### src/rtl/pipeline_hazard_ctrl.sv
// Hazard and stall controller for the 5-stage pipeline.
// Drives the pipeline latch enables and clears, the PC enable, halt drain and a stall counter.
module pipeline_hazard_ctrl #(
    parameter int DRAIN_CYCLES = 2,
    parameter int CNT_W        = 16
) (
    input  logic             CLK,
    input  logic             nRST,
    input  logic [4:0]       ifid_rs,
    input  logic [4:0]       ifid_rt,
    input  logic             ifid_uses_rt,
    input  logic             idex_dmemREN,
    input  logic [4:0]       idex_wsel,
    input  logic             idex_hlt,
    input  logic             exmem_dmemREN,
    input  logic             exmem_dmemWEN,
    input  logic             dhit,
    input  logic             ihit,
    input  logic             ex_branch_taken,
    output logic             pc_en,
    output logic             ifid_en,
    output logic             ifid_sRST,
    output logic             idex_en,
    output logic             idex_sRST,
    output logic             exmem_en,
    output logic             memwb_en,
    output logic             halt,
    output logic [CNT_W-1:0] stall_cnt
);

    localparam int DW = (DRAIN_CYCLES > 1) ? $clog2(DRAIN_CYCLES) : 1;
    localparam logic [DW-1:0] DRAIN_LOAD = DW'(DRAIN_CYCLES - 1);

    typedef enum logic [1:0] {
        RUN    = 2'd0,
        DRAIN  = 2'd1,
        HALTED = 2'd2
    } state_e;

    state_e           state_q;
    state_e           state_d;
    logic [DW-1:0]    drain_q;
    logic [DW-1:0]    drain_d;
    logic [CNT_W-1:0] stall_q;

    logic mem_stall;
    logic rs_hit;
    logic rt_hit;
    logic load_use;
    logic stall_inc;

    // Hazard terms; r0 is never a real producer so it cannot cause a load-use stall.
    always_comb begin
        mem_stall = (exmem_dmemREN | exmem_dmemWEN) & ~dhit;
        rs_hit    = (idex_wsel == ifid_rs);
        rt_hit    = ifid_uses_rt & (idex_wsel == ifid_rt);
        load_use  = idex_dmemREN & (idex_wsel != 5'd0) & (rs_hit | rt_hit);
    end

    // Next state and latch controls; earlier RUN conditions take priority.
    always_comb begin
        state_d   = state_q;
        drain_d   = drain_q;
        pc_en     = 1'b0;
        ifid_en   = 1'b0;
        ifid_sRST = 1'b0;
        idex_en   = 1'b0;
        idex_sRST = 1'b0;
        exmem_en  = 1'b0;
        memwb_en  = 1'b0;
        if (nRST) begin
            unique case (state_q)
                RUN: begin
                    priority case (1'b1)
                        mem_stall: begin
                        end
                        idex_hlt: begin
                            ifid_en   = 1'b1;
                            ifid_sRST = 1'b1;
                            idex_en   = 1'b1;
                            idex_sRST = 1'b1;
                            exmem_en  = 1'b1;
                            memwb_en  = 1'b1;
                            state_d   = DRAIN;
                            drain_d   = DRAIN_LOAD;
                        end
                        ex_branch_taken: begin
                            pc_en     = 1'b1;
                            ifid_en   = 1'b1;
                            ifid_sRST = 1'b1;
                            idex_en   = 1'b1;
                            idex_sRST = 1'b1;
                            exmem_en  = 1'b1;
                            memwb_en  = 1'b1;
                        end
                        load_use: begin
                            idex_en   = 1'b1;
                            idex_sRST = 1'b1;
                            exmem_en  = 1'b1;
                            memwb_en  = 1'b1;
                        end
                        ~ihit: begin
                            ifid_en   = 1'b1;
                            ifid_sRST = 1'b1;
                            idex_en   = 1'b1;
                            exmem_en  = 1'b1;
                            memwb_en  = 1'b1;
                        end
                        default: begin
                            pc_en    = 1'b1;
                            ifid_en  = 1'b1;
                            idex_en  = 1'b1;
                            exmem_en = 1'b1;
                            memwb_en = 1'b1;
                        end
                    endcase
                end
                DRAIN: begin
                    ifid_en   = 1'b1;
                    ifid_sRST = 1'b1;
                    idex_en   = 1'b1;
                    idex_sRST = 1'b1;
                    if (!mem_stall) begin
                        exmem_en = 1'b1;
                        memwb_en = 1'b1;
                        if (drain_q == '0) begin
                            state_d = HALTED;
                        end else begin
                            drain_d = drain_q - 1'b1;
                        end
                    end
                end
                HALTED: begin
                end
                default: begin
                    state_d = RUN;
                end
            endcase
        end
    end

    // A stalled fetch outside HALTED bumps the counter.
    always_comb begin
        stall_inc = (state_q != HALTED) & ~pc_en & nRST;
    end

    // FSM and drain counter registers.
    always_ff @(posedge CLK or negedge nRST) begin
        if (!nRST) begin
            state_q <= RUN;
            drain_q <= '0;
        end else begin
            state_q <= state_d;
            drain_q <= drain_d;
        end
    end

    // Saturating stall counter.
    always_ff @(posedge CLK or negedge nRST) begin
        if (!nRST) begin
            stall_q <= '0;
        end else if (stall_inc && (stall_q != '1)) begin
            stall_q <= stall_q + 1'b1;
        end
    end

    // Status outputs.
    always_comb begin
        halt      = (state_q == HALTED);
        stall_cnt = stall_q;
    end

endmodule
### config.mk
export PLATFORM = sky130hd
export DESIGN_NAME = pipeline_hazard_ctrl
export DESIGN_NICKNAME = d
export VERILOG_FILES = /design/src/rtl/pipeline_hazard_ctrl.sv
export SDC_FILE = /design/constraint.sdc
export NUM_CORES = 1
export LEC_CHECK = 0
export ABC_AREA = 1
export CAP_MARGIN = 20
export CORE_MARGIN = 3
export CORE_UTILIZATION = 41
export DETAILED_ROUTE_END_ITERATION = 8
export PLACE_DENSITY_LB_ADDON = 0.12
export SLEW_MARGIN = 25
export SYNTH_ARGS = -nofsm -noshare
export SYNTH_HDL_FRONTEND = slang
export SYNTH_SLANG_ARGS = --single-unit
export TNS_END_PERCENT = 30
### constraint.sdc
create_clock -name CLK -period 1.83 [get_ports CLK]
set_clock_uncertainty 0.1 [all_clocks]
set_input_delay 0.366 -clock CLK [delete_from_list [all_inputs] [get_ports CLK]]
set_output_delay 0.366 -clock CLK [all_outputs]
set_load 0.05 [all_outputs]
==> After elaboration in Yosys (flattened, before gate mapping) <==
Cells that the tools add are included.
{ "word_totals": {"register_bits": 19, "output_inout_bits": 24, "wordCells": 74} }
{ "op_classes": {"n_addsub": 2, "eq_ne": 10, "muxes": 41, "bitwise_logic": 11, "reduce_logical": 7} }
{ "ops": {"columns": ["op", "count"], "rows": [
  ["$mux 1", 31],
  ["$add 16x1->16 const B", 1],
  ["$ne 16x16->1 const B", 1],
  ["$eq 5x5->1", 2],
  ["$ne 2x2->1 const B", 5],
  ["$pmux 1 s2", 5],
  ["$mux 2", 4],
  ["$and 1x1->1", 6],
  ["$pmux 2 s3", 1],
  ["$reduce_and 6->1", 1],
  ["$reduce_and 5->1", 1],
  ["$reduce_bool 5->1", 1],
  ["$not 1->1", 3],
  ["$eq 2x1->1 const B", 1],
  ["$eq 2x2->1 const B", 1],
  ["$logic_not 2->1", 1],
  ["$or 1x1->1", 2],
  ["$reduce_bool 2->1", 1],
  ["$reduce_or 2->1", 1],
  ["$logic_and 1x1->1", 1],
  ["$sub 1x1->1 const B", 1]
]} }

==> Longest topological paths before layout <==
Gate-level depths: netlist of run 1.
{ "depth": {"depth_word": 14, "mapped_depth": 14, "ltp_nobuf": 13} }

==> Least setup slack after synthesis of run 1 <==
No wires, ideal clock.
{ "synth_timing": {"path_kind": "input to output", "from": "in exmem_dmemWEN", "to": "out idex_sRST", "arrival_ns": 3.094, "t_required_ns": 1.364, "slack_ns": -1.730, "cell_stages": 8, "cell_sequence": "nor2_1 > nor2_1 > inv_1 > nand2_1 > nor2_1 > inv_1 > nand2_1 > a21boi_0"} }
{ "synth_via": {"elab_chain_len": 5} }
{ "synth_lines": {"columns": ["element", "line_no", "source"], "rows": [
  ["start, declared", "16", "input logic exmem_dmemWEN,"],
  ["$or 1x1->1", "54", "mem_stall = (exmem_dmemREN | exmem_dmemWEN) & ~dhit;"],
  ["$and 1x1->1", "54", null],
  ["$mux 1", "74", "priority case (1'b1)"],
  ["$pmux 1 s2", "72", "unique case (state_q)"],
  ["$mux 1", "71", "if (nRST) begin"],
  ["end, declared", "24", "output logic idex_sRST,"]
]} }
No other way between the ends.

==> Worst setup path in the final report of run 1 <==
{ "layout_timing": {"from": "reg state_q[1]", "to": "out ifid_sRST"} }
{ "layout_via": {"elab_chain_len": 3, "elab_cells_between_ends": 4, "cone_classes": "eq/ne (1); mux (2); reduce/logical (1)"} }
{ "layout_lines": {"columns": ["element", "line_no", "source"], "rows": [
  ["start, declared", "40", "state_e state_q;"],
  ["start signal, assigned", "153", "state_q <= state_d;"],
  ["$eq 2x1->1 / $logic_not 2->1 (equally long branches)", "72", null],
  ["$pmux 1 s2 (*)", "72", null],
  ["$mux 1 (*)", "71", null],
  ["end, declared", "22", "output logic ifid_sRST,"]
]} }
Every way passes the cells marked *; elsewhere a longest branch is shown, timed or not.

==> flow_summary_export.csv, run 1 <==
group,metric,value,unit
status,outcome,"finished with violations",
status,violations,"setup timing",
floorplanning,start_util,43.5,%
power,vdd_drop_max,0.000980,V
synthesis,synthTopCellsByCount,"91 x nand2_1, 36 x inv_1, 24 x nand3_1, 24 x nor2_1, 19 x dfrtp_1",
timing,period_share,104,%
floorplanning,die_area,4350,um^2
power,p_per_area,947,nW/um^2
worst_hold_path,min_path_type,"in -> async",
timing,setup_slack,-0.0813,ns
synthesis,syn_area_per_cell,6.30,um^2
critical_path,crit_fanout,5,
global_route,grt_max_degree,17,
floorplanning,io_pins,49,
synthesis,yosys_warnings,0,
routing,route.detailed.drc,0,
timing,rsz0062_at_grt,"yes",
routing,postRouteAntennaNets,0,
global_route,track_usage,20.7,%
critical_path,worstPathRequired,1.36,ns
floorplanning,chipHeight,66.0,um
routing,dr.pass1.iters,4,
critical_path,slowest_delay,0.48,ns
critical_path,worstSetupPathType,"reg -> out",
floorplanning,rows,21,
placement,dp.final_hpwl,3.23,mm
routing,postRouteWirelength,4.28,mm
synthesis,synth-main-ff-cell,"dfrtp_1",
cts,max-clock-path-buffers,2,
synthesis,synth_area,1480,um^2
placement,place_ws,-0.546,ns
synthesis,synth.most_common_cell,"nand2_1",
synthesis,synthTopCellsByArea,"dfrtp_1 32%, nand2_1 23%, inv_1 9.2%",
layout,fin_cells,355,
timing,worstMarginPinSlew,0.389,ns
timing,finalSetupViolations,6,
global_route,grt_pass1_vias,1561,
synthesis,async_flop_share,100,%
cts,cts_tree,"yes",
synthesis,synth_cell_types,23,
synthesis,synth-edff-count,0,
cts,cts_buffers,3,
cts,clk_latency,0.31,ns
layout,synthToLayoutAreaGrowth,69.8,%
placement,routabilityCongestion,0.903,
synthesis,synth_nets,260,
placement,port_buffers,48,
cts,cts_htree_levels,1,
timing,finalHoldViolCount,0,
global_route,antenna_found_initial,0,
critical_path,rrSetupSlack,-0.02,ns
critical_path,end_kind,"primary output",
critical_path,cpMostUsedCell,"nor2_4",
routing,drtIter0Drc,82,
global_route,overflow,0,
layout,nets,336,
critical_path,critPathArrivalTime,1.45,ns
cts,cts.sinks,19,
synthesis,ys_seq_area_share,32.2,%
synthesis,synth_top_cell_area_share,32.2,%
timing,slew_headroom,74.1,%
routing,vias,1718,
timing,slew_violations,0,
global_route,grt_pass1_wl,7.01,mm
layout,antenna_cells,0,
routing,via_per_inst,4.84,
floorplanning,core_area,3390,um^2
timing,fmax,523,MHz
floorplanning,die_x,66.0,um
cts,cts_hold_buf,0,
placement,dp_cells,346,
layout,fin_util,73.9,%
synthesis,postSynthCellCount,234,
timing,post-route-min-period,1.91,ns
synthesis,synth_seq_cells,19,
routing,post_drt_wl_per_cell,12.1,um
cts,clk_pin_slew,0.12,ns
critical_path,worstPathCellList,"nor2_4 > inv_4 > o21a_4 > nor2_4 > buf_12",
critical_path,worstSetupStartpointType,"flop",
layout,drive_gt1_share,43.4,%
power,static-leakage-power,1.31,nW
critical_path,cpMaxStageDelayCell,"dfrtp_2",
cts,root_buffer,"clkbuf_4",
run,max-cap-violations,0,
synthesis,yosys.area.top_type,"dfrtp_1",
## registers in the layout, indices dropped and copies added, names as in the netlist
| register | cells |
|---|---|
| state_q | 2 |
| stall_cnt | 16 |
| drain_q | 1 |
## critical path: cells and delay by family (launching register included)
kind                   cells  cell delay [ns]
DFF                        1             0.48
buffers and inverters      2             0.20
AOI/OAI and AO/OA          1             0.21
and+or+nand+nor            2             0.24
## layer usage
layer	track usage (%)	routed length [um]	vias to the layer above	share of wire, %
met5	0	0	-	0
met1	28.7	1910	800	45
li1	-	-	870	-
met4	5.58	52	0	1.2
met3	3.91	211	8	4.9
met2	32.9	2110	40	49
## final timing paths
path                                   start       endpoint  cells past startpoint
max in group asynchronous               nRST   stall_cnt[3]                      3
worst min-delay path                    nRST  stall_cnt[13]                      2
min in group CLK                     drain_q        drain_q                      2
worst max register to register  stall_cnt[1]   stall_cnt[6]                      9
worst min register to register       drain_q        drain_q                      2
worst max-delay path              state_q[1]      ifid_sRST                      5
## area by class of cell
type / instances / area [um^2]
multi-input cells: 174 / 1030
fillers: 276 / 885
repair buffers: 75 / 758
flip-flops and latches: 19 / 484
inverters: 37 / 150
well taps: 46 / 57.6
clock buffers: 3 / 22.5
clock inverters: 1 / 5.00
## through the flow
step	hold WS [ns]	power (W)	area, um^2	TNS (ns)
after global routing	0.138	0.00251	2500	-1.79
after detailed placement	0.386	0.00197	2330	-9.23
final	0.125	0.00237	2500	-0.250
after global placement	0.376	0.00196	2330	-8.80
after CTS	0.167	0.00220	2300	-0.512
after floorplan	-0.0296	0.00142	1560	-1.44
## timing repair
item,CTS,global route
hold endpoints to repair,0,0
setup buffers,1,4
pin swaps,28,47
resized for setup,87,51
endpoints found under the setup margin,23,20
## where the power goes
| part | internal, W | switching (W) | total, W |
|---|---|---|---|
| combinational | 0.000665 | 0.000860 | 0.00152 |
| sequential | 0.000511 | 0.000110 | 0.000621 |
| clock | 0.0000818 | 0.000145 | 0.000227 |
| total | 0.00126 | 0.00111 | 0.00237 |
## cells by family after synthesis
family	count (synthesis)	share of synthesized area (%)
xor gates and xnor gates	14	8.31
and+or+nand+nor	151	42.8
AOI/OAI and AO/OA	8	3.82
adders and majority gates	1	0.848
DFF	19	32.2
buffers and inverters	41	12.0
## cell usage in the layout, fill, tap and decap left out, types with 5 or more instances in the layout
| cell | n |
|---|---|
| nand2_2 | 10 |
| nand3_2 | 12 |
| nor2_1 | 12 |
| inv_2 | 8 |
| buf_4 | 34 |
| dfrtp_2 | 7 |
| nor2_2 | 9 |
| xnor2_1 | 5 |
| xor2_1 | 8 |
| buf_6 | 10 |
| nand2_1 | 80 |
| buf_2 | 10 |
| buf_12 | 13 |
| dfrtp_1 | 12 |
| nand3_1 | 12 |
| inv_1 | 25 |
Note: power is estimated with default switching activity, not from simulation.
==> run 2, diff against run 1 <==
--- a/config.mk
+++ b/config.mk
@@ -8,7 +8,7 @@
 export ABC_AREA = 1
 export CAP_MARGIN = 20
 export CORE_MARGIN = 3
-export CORE_UTILIZATION = 41
+export CORE_UTILIZATION = 34
 export DETAILED_ROUTE_END_ITERATION = 8
 export PLACE_DENSITY_LB_ADDON = 0.12
 export SLEW_MARGIN = 25
==> run 2 against run 1 <==
Compared with the run above: register-to-register slack better by 0.07 ns; largest power group unchanged; via count down 1.5%; worst hold slack worse by 0.084 ns; final area up 3.4%; count of clock-buffer cells in the layout up 1; the run still ends with setup timing left; die area up 19%; critical path type is now in -> out.
==> flow_summary_export.csv, run 2 (synthesis gave the netlist of run 1 again) <==
group,metric,value,unit
critical_path,crit_fanout,3,
cts,cts_tree,"yes",
layout,mostFrequentLayoutCells,"79 x nand2_1, 41 x buf_4, 25 x inv_1",
global_route,grt_pass1_vias,1657,
global_route,track_usage,17.6,%
power,vdd_drop_max,0.000992,V
routing,drtIter0Drc,44,
cts,max-clock-path-buffers,2,
critical_path,slowest_delay,0.17,ns
global_route,antenna_found_initial,0,
placement,postPlaceCellArea,2350,um^2
power,switching_share,45.2,%
floorplanning,core_area,4090,um^2
timing,setup_slack,-0.0360,ns
layout,nets,341,
placement,dp_cells,352,
routing,m1WireLength,1.86,mm
routing,wl_met3,296,um
routing,wl_met2,2.04,mm
placement,port_buffers,48,
critical_path,worstPathRequired,1.36,ns
critical_path,worstPathCellList,"buf_8 > nand2_1 > nand2_2 > nor2_1 > nand3_1 > nand2_1 > nand2_2 > nor2_2 > o21a_4 > clkinvlp_4 > buf_12",
floorplanning,io_pins,49,
timing,period_share,102,%
power,p_sw,0.00112,W
run,max-cap-violations,0,
layout,drive_gt1_share,43.0,%
global_route,grt_max_degree,17,
power,p_seq_share,25.1,%
placement,routabilityCongestion,0.911,
layout,antenna_cells,0,
global_route,grt_pass1_wl,7.37,mm
floorplanning,rows,23,
routing,postRouteWirelength,4.24,mm
routing,via_per_inst,4.65,
cts,cts_buffers,3,
routing,post_drt_wl_per_cell,11.6,um
worst_hold_path,min_path_type,"in -> async",
timing,worstMarginPinSlew,0.417,ns
layout,synthToLayoutAreaGrowth,75.6,%
global_route,overflow,0,
cts,clk_latency,0.26,ns
timing,finalSetupViolations,3,
layout,fillCellCount,382,
timing,finalHoldViolCount,0,
routing,dr.pass1.iters,4,
routing,route.detailed.drc,0,
timing,post-route-min-period,1.87,ns
timing,rsz0062_at_grt,"yes",
power,pwr-share-comb,62.8,%
floorplanning,die_area,5170,um^2
critical_path,critPathArrivalTime,1.40,ns
timing,slew_headroom,72.2,%
layout,largest_register_ffs,16,
floorplanning,chipHeight,71.9,um
cts,cts.sinks,19,
power,clkPwrFrac,12.1,%
layout,final_common_cell,"nand2_1",
status,outcome,"finished with violations",
placement,dp.final_hpwl,3.22,mm
critical_path,worstSetupStartpointType,"input pin",
routing,topRoutingLayerUsed,"met4",
routing,vias,1692,
timing,fmax,536,MHz
power,internal_power,0.00135,W
routing,postRouteAntennaNets,0,
floorplanning,die_x,71.9,um
layout,stdcell_area,2590,um^2
cts,cts_htree_levels,1,
critical_path,end_kind,"primary output",
floorplanning,start_util,36.1,%
power,p_per_area,954,nW/um^2
critical_path,cpMaxStageDelayCell,"o21a_4",
status,violations,"setup timing",
cts,clk_pin_slew,0.08,ns
power,static-leakage-power,1.35,nW
cts,cts_hold_buf,0,
critical_path,worstSetupPathType,"in -> out",
cts,root_buffer,"clkbuf_8",
timing,slew_violations,0,
layout,fin_cells,364,
==> run 2: per-stage QoR <==
step                      total power, W  TNS, ns  utilization (%)  hold slack, ns  setup WS [ns]
after floorplan                  0.00142    -1.44                -         -0.0296         -0.237
after global placement           0.00197    -9.05             57.5           0.377         -0.547
after detailed placement         0.00198   -10.00             57.5           0.390         -0.598
after CTS                        0.00236   -0.137             59.0          0.0530        -0.0869
after global routing             0.00263    -1.32             63.4          0.0469         -0.139
final                            0.00247  -0.0800             63.4          0.0409        -0.0360
==> run 2: critical path, delay by kind of cell <==
family	cells	cell delay, ns
buf+inv	3	0.35
compound gates	1	0.17
simple gates	7	0.51
==> run 2: layout make-up <==
class | instances | area [um^2] | area share (%)
tap | 50 | 62.6 | 2.42
timing repair buffer | 80 | 833 | 32.2
clock buffer | 4 | 45.0 | 1.74
multi-input combinational | 174 | 1010 | 39.0
inverter | 37 | 155 | 5.99
sequential | 19 | 484 | 18.7
==> run 2: timing repair <==
| action | CTS | global route |
|---|---|---|
| setup endpoints to repair | 23 | 20 |
| buffers inserted | 3 | 5 |
| resized for setup | 105 | 38 |
| pin swaps | 31 | 48 |
==> run 2: power groups by stage <==
| stage | sequential, W | clock (W) | combinational, W |
|---|---|---|---|
| after floorplan | 0.000776 | 0 | 0.000646 |
| after global placement | 0.000620 | 0 | 0.00135 |
| after detailed placement | 0.000618 | 0 | 0.00136 |
| after CTS | 0.000622 | 0.000315 | 0.00143 |
| after global routing | 0.000638 | 0.000326 | 0.00166 |
| final | 0.000621 | 0.000298 | 0.00155 |
==> run 2: final timing paths <==
| check | from | end | slack (ns) | cells after the start |
|---|---|---|---|---|
| worst max register to register | stall_cnt[1] | stall_cnt[2] | 0.05 | 9 |
| max in group asynchronous | nRST | stall_cnt[0] | 1.07 | 4 |
| worst min register to register | drain_q | drain_q | 0.40 | 2 |
| worst min-delay path | nRST | drain_q | 0.04 | 2 |
| min in group CLK | drain_q | drain_q | 0.40 | 2 |
| worst max-delay path | idex_wsel[1] | ifid_en | -0.04 | 11 |
==> run 2: layer usage <==
metal  track usage (%)  up-vias
met1              23.6      754
met2              29.9       55
met4              3.13        0
met3              3.37        4
li1                  -      879
met5                 0        -
==> run 3, diff against run 2 <==
--- a/config.mk
+++ b/config.mk
@@ -9,6 +9,7 @@
 export CAP_MARGIN = 20
 export CORE_MARGIN = 3
 export CORE_UTILIZATION = 34
+export CTS_BUF_LIST = sky130_fd_sc_hd__clkbuf_4
 export DETAILED_ROUTE_END_ITERATION = 8
 export PLACE_DENSITY_LB_ADDON = 0.12
 export SLEW_MARGIN = 25
==> run 3 against run 2 <==
Compared with the run above: the flow still finishes with violations (setup timing); routed wire length grew 0.94%; clock power shrank 20%; count of clock-buffer cells in the layout is the same; core utilization shrank 0.40 points; setup slack lost 0.031 ns; power shrank 1.0%; global-route usage shrank 0.18 points; critical endpoint is now ifid_sRST; worst hold slack gained 0.039 ns; first-iteration DRC count grew 32%; via count is essentially flat.
==> flow_summary_export.csv, run 3 (synthesis gave the netlist of run 1 again) <==
group,metric,value,unit
status,outcome,"finished with violations",
status,violations,"setup timing",
cts,cts_hold_buf,0,
critical_path,cpMostUsedCell,"nor2_4",
timing,fin_setup_tns,-0.178,ns
routing,drtIter0Drc,58,
routing,via_per_inst,4.65,
timing,post-route-min-period,1.90,ns
floorplanning,rows,23,
placement,port_buffers,48,
timing,slew_violations,0,
critical_path,end_kind,"primary output",
global_route,antenna_found_initial,0,
timing,rsz0062_at_grt,"yes",
placement,dp.final_hpwl,3.22,mm
power,vdd_drop_max,0.000969,V
layout,drive_gt1_share,43.0,%
floorplanning,start_util,36.1,%
layout,fin_util,63.0,%
critical_path,slowest_delay,0.48,ns
global_route,overflow,0,
timing,period_share,104,%
floorplanning,die_x,71.9,um
layout,synthToLayoutAreaGrowth,74.5,%
timing,setup_slack,-0.0666,ns
cts,root_buffer,"clkbuf_4",
cts,clk_pin_slew,0.11,ns
run,max-cap-violations,0,
layout,antenna_cells,0,
timing,fmax,527,MHz
critical_path,cpMaxStageDelayCell,"dfrtp_2",
global_route,grt_pass1_vias,1620,
routing,postRouteAntennaNets,0,
critical_path,r2r_cells,9,
critical_path,cp_top_family,"flip-flops",
routing,postRouteWirelength,4.28,mm
critical_path,crit_cells,5,
timing,finalSetupViolations,4,
placement,place_ws,-0.598,ns
critical_path,critPathArrivalTime,1.43,ns
layout,mostFrequentLayoutCells,"79 x nand2_1, 41 x buf_4, 25 x inv_1",
cts,cts_buffers,3,
power,static-leakage-power,1.35,nW
cts,clk_latency,0.30,ns
floorplanning,core_area,4090,um^2
routing,dr.pass1.iters,4,
cts,cts.sinks,19,
global_route,grt_pass1_wl,7.25,mm
routing,vias,1691,
layout,fin_cells,364,
floorplanning,die_area,5170,um^2
critical_path,cp_num_buf_inv,2,
critical_path,worstPathCellList,"nor2_4 > inv_4 > o21a_4 > nor2_4 > buf_12",
layout,largest_register_ffs,16,
timing,finalHoldViolCount,0,
floorplanning,io_pins,49,
routing,route.detailed.drc,0,
critical_path,worstSetupPathType,"reg -> out",
layout,nets,341,
placement,dp_cells,352,
critical_path,worstPathRequired,1.36,ns
worst_hold_path,min_path_type,"in -> async",
timing,worstMarginPinSlew,0.316,ns
placement,routabilityCongestion,0.911,
timing,whs,0.0797,ns
cts,max-clock-path-buffers,2,
routing,post_drt_wl_per_cell,11.8,um
critical_path,worstSetupStartpointType,"flop",
layout,final_common_cell,"nand2_1",
timing,slew_headroom,78.7,%
global_route,grt_max_degree,17,
cts,cts_htree_levels,1,
power,p_per_area,950,nW/um^2
cts,cts_tree,"yes",
critical_path,crit_fanout,4,
global_route,track_usage,17.5,%
floorplanning,chipHeight,71.9,um
[run 3: cell type report]
cell class	instances	area (um^2)
Fill cell	387	1510
Inverter	37	153
Multi-Input combinational cell	174	1010
Sequential cell	19	484
Timing Repair Buffer	80	831
Tap cell	50	62.6
Clock buffer	4	30.0
[run 3: path summary, 6_finish.rpt]
path | endpoint | slack [ns] | from
setup / recovery | ifid_sRST | -0.07 | state_q[1]
hold / removal | drain_q | 0.08 | nRST
setup reg to reg | stall_cnt[2] | 0.03 | stall_cnt[0]
hold reg to reg | drain_q | 0.43 | drain_q
max in group asynchronous | stall_cnt[1] | 1.04 | nRST
min in group CLK | drain_q | 0.43 | drain_q
[run 3: metal layers]
metal / track usage, % / wire, um / vias to the layer above
met4: 3.13 / 23 / 0
li1: - / - / 884
met5: 0 / 0 / -
met3: 3.79 / 224 / 4
met1: 23.9 / 1990 / 761
met2: 28.7 / 2040 / 42
[run 3: what timing repair did]
action / in CTS / in global routing
resized for setup: 95 / 45
setup buffers: 2 / 6
endpoints found under the setup margin: 23 / 23
pin swaps: 28 / 51
gates cloned: 0 / 0
[run 3: worst reg2reg max path: stages (launching register included)]
cell,delay (ns)
dfrtp_2,0.43
ha_4,0.18
nand2_4,0.06
nor2_4,0.11
nand4_1,0.14
o31ai_2,0.26
inv_2,0.14
buf_4,0.17
nand3_1,0.07
nand2_1,0.05
[run 3: where the power goes]
group | leakage [nW] | switching, W | internal (W) | total [W]
clock network | 0.0184 | 0.000138 | 0.0000998 | 0.000238
registers | 0.245 | 0.000111 | 0.000511 | 0.000623
logic | 1.09 | 0.000881 | 0.000703 | 0.00158
total | 1.35 | 0.00113 | 0.00131 | 0.00244
[run 3: per-stage QoR]
stage / power [W] / cell area, um^2
CTS: 0.00226 / 2360
global placement: 0.00197 / 2350
floorplan: 0.00142 / 1560
detailed placement: 0.00198 / 2350
global route: 0.00259 / 2570
finish: 0.00244 / 2570
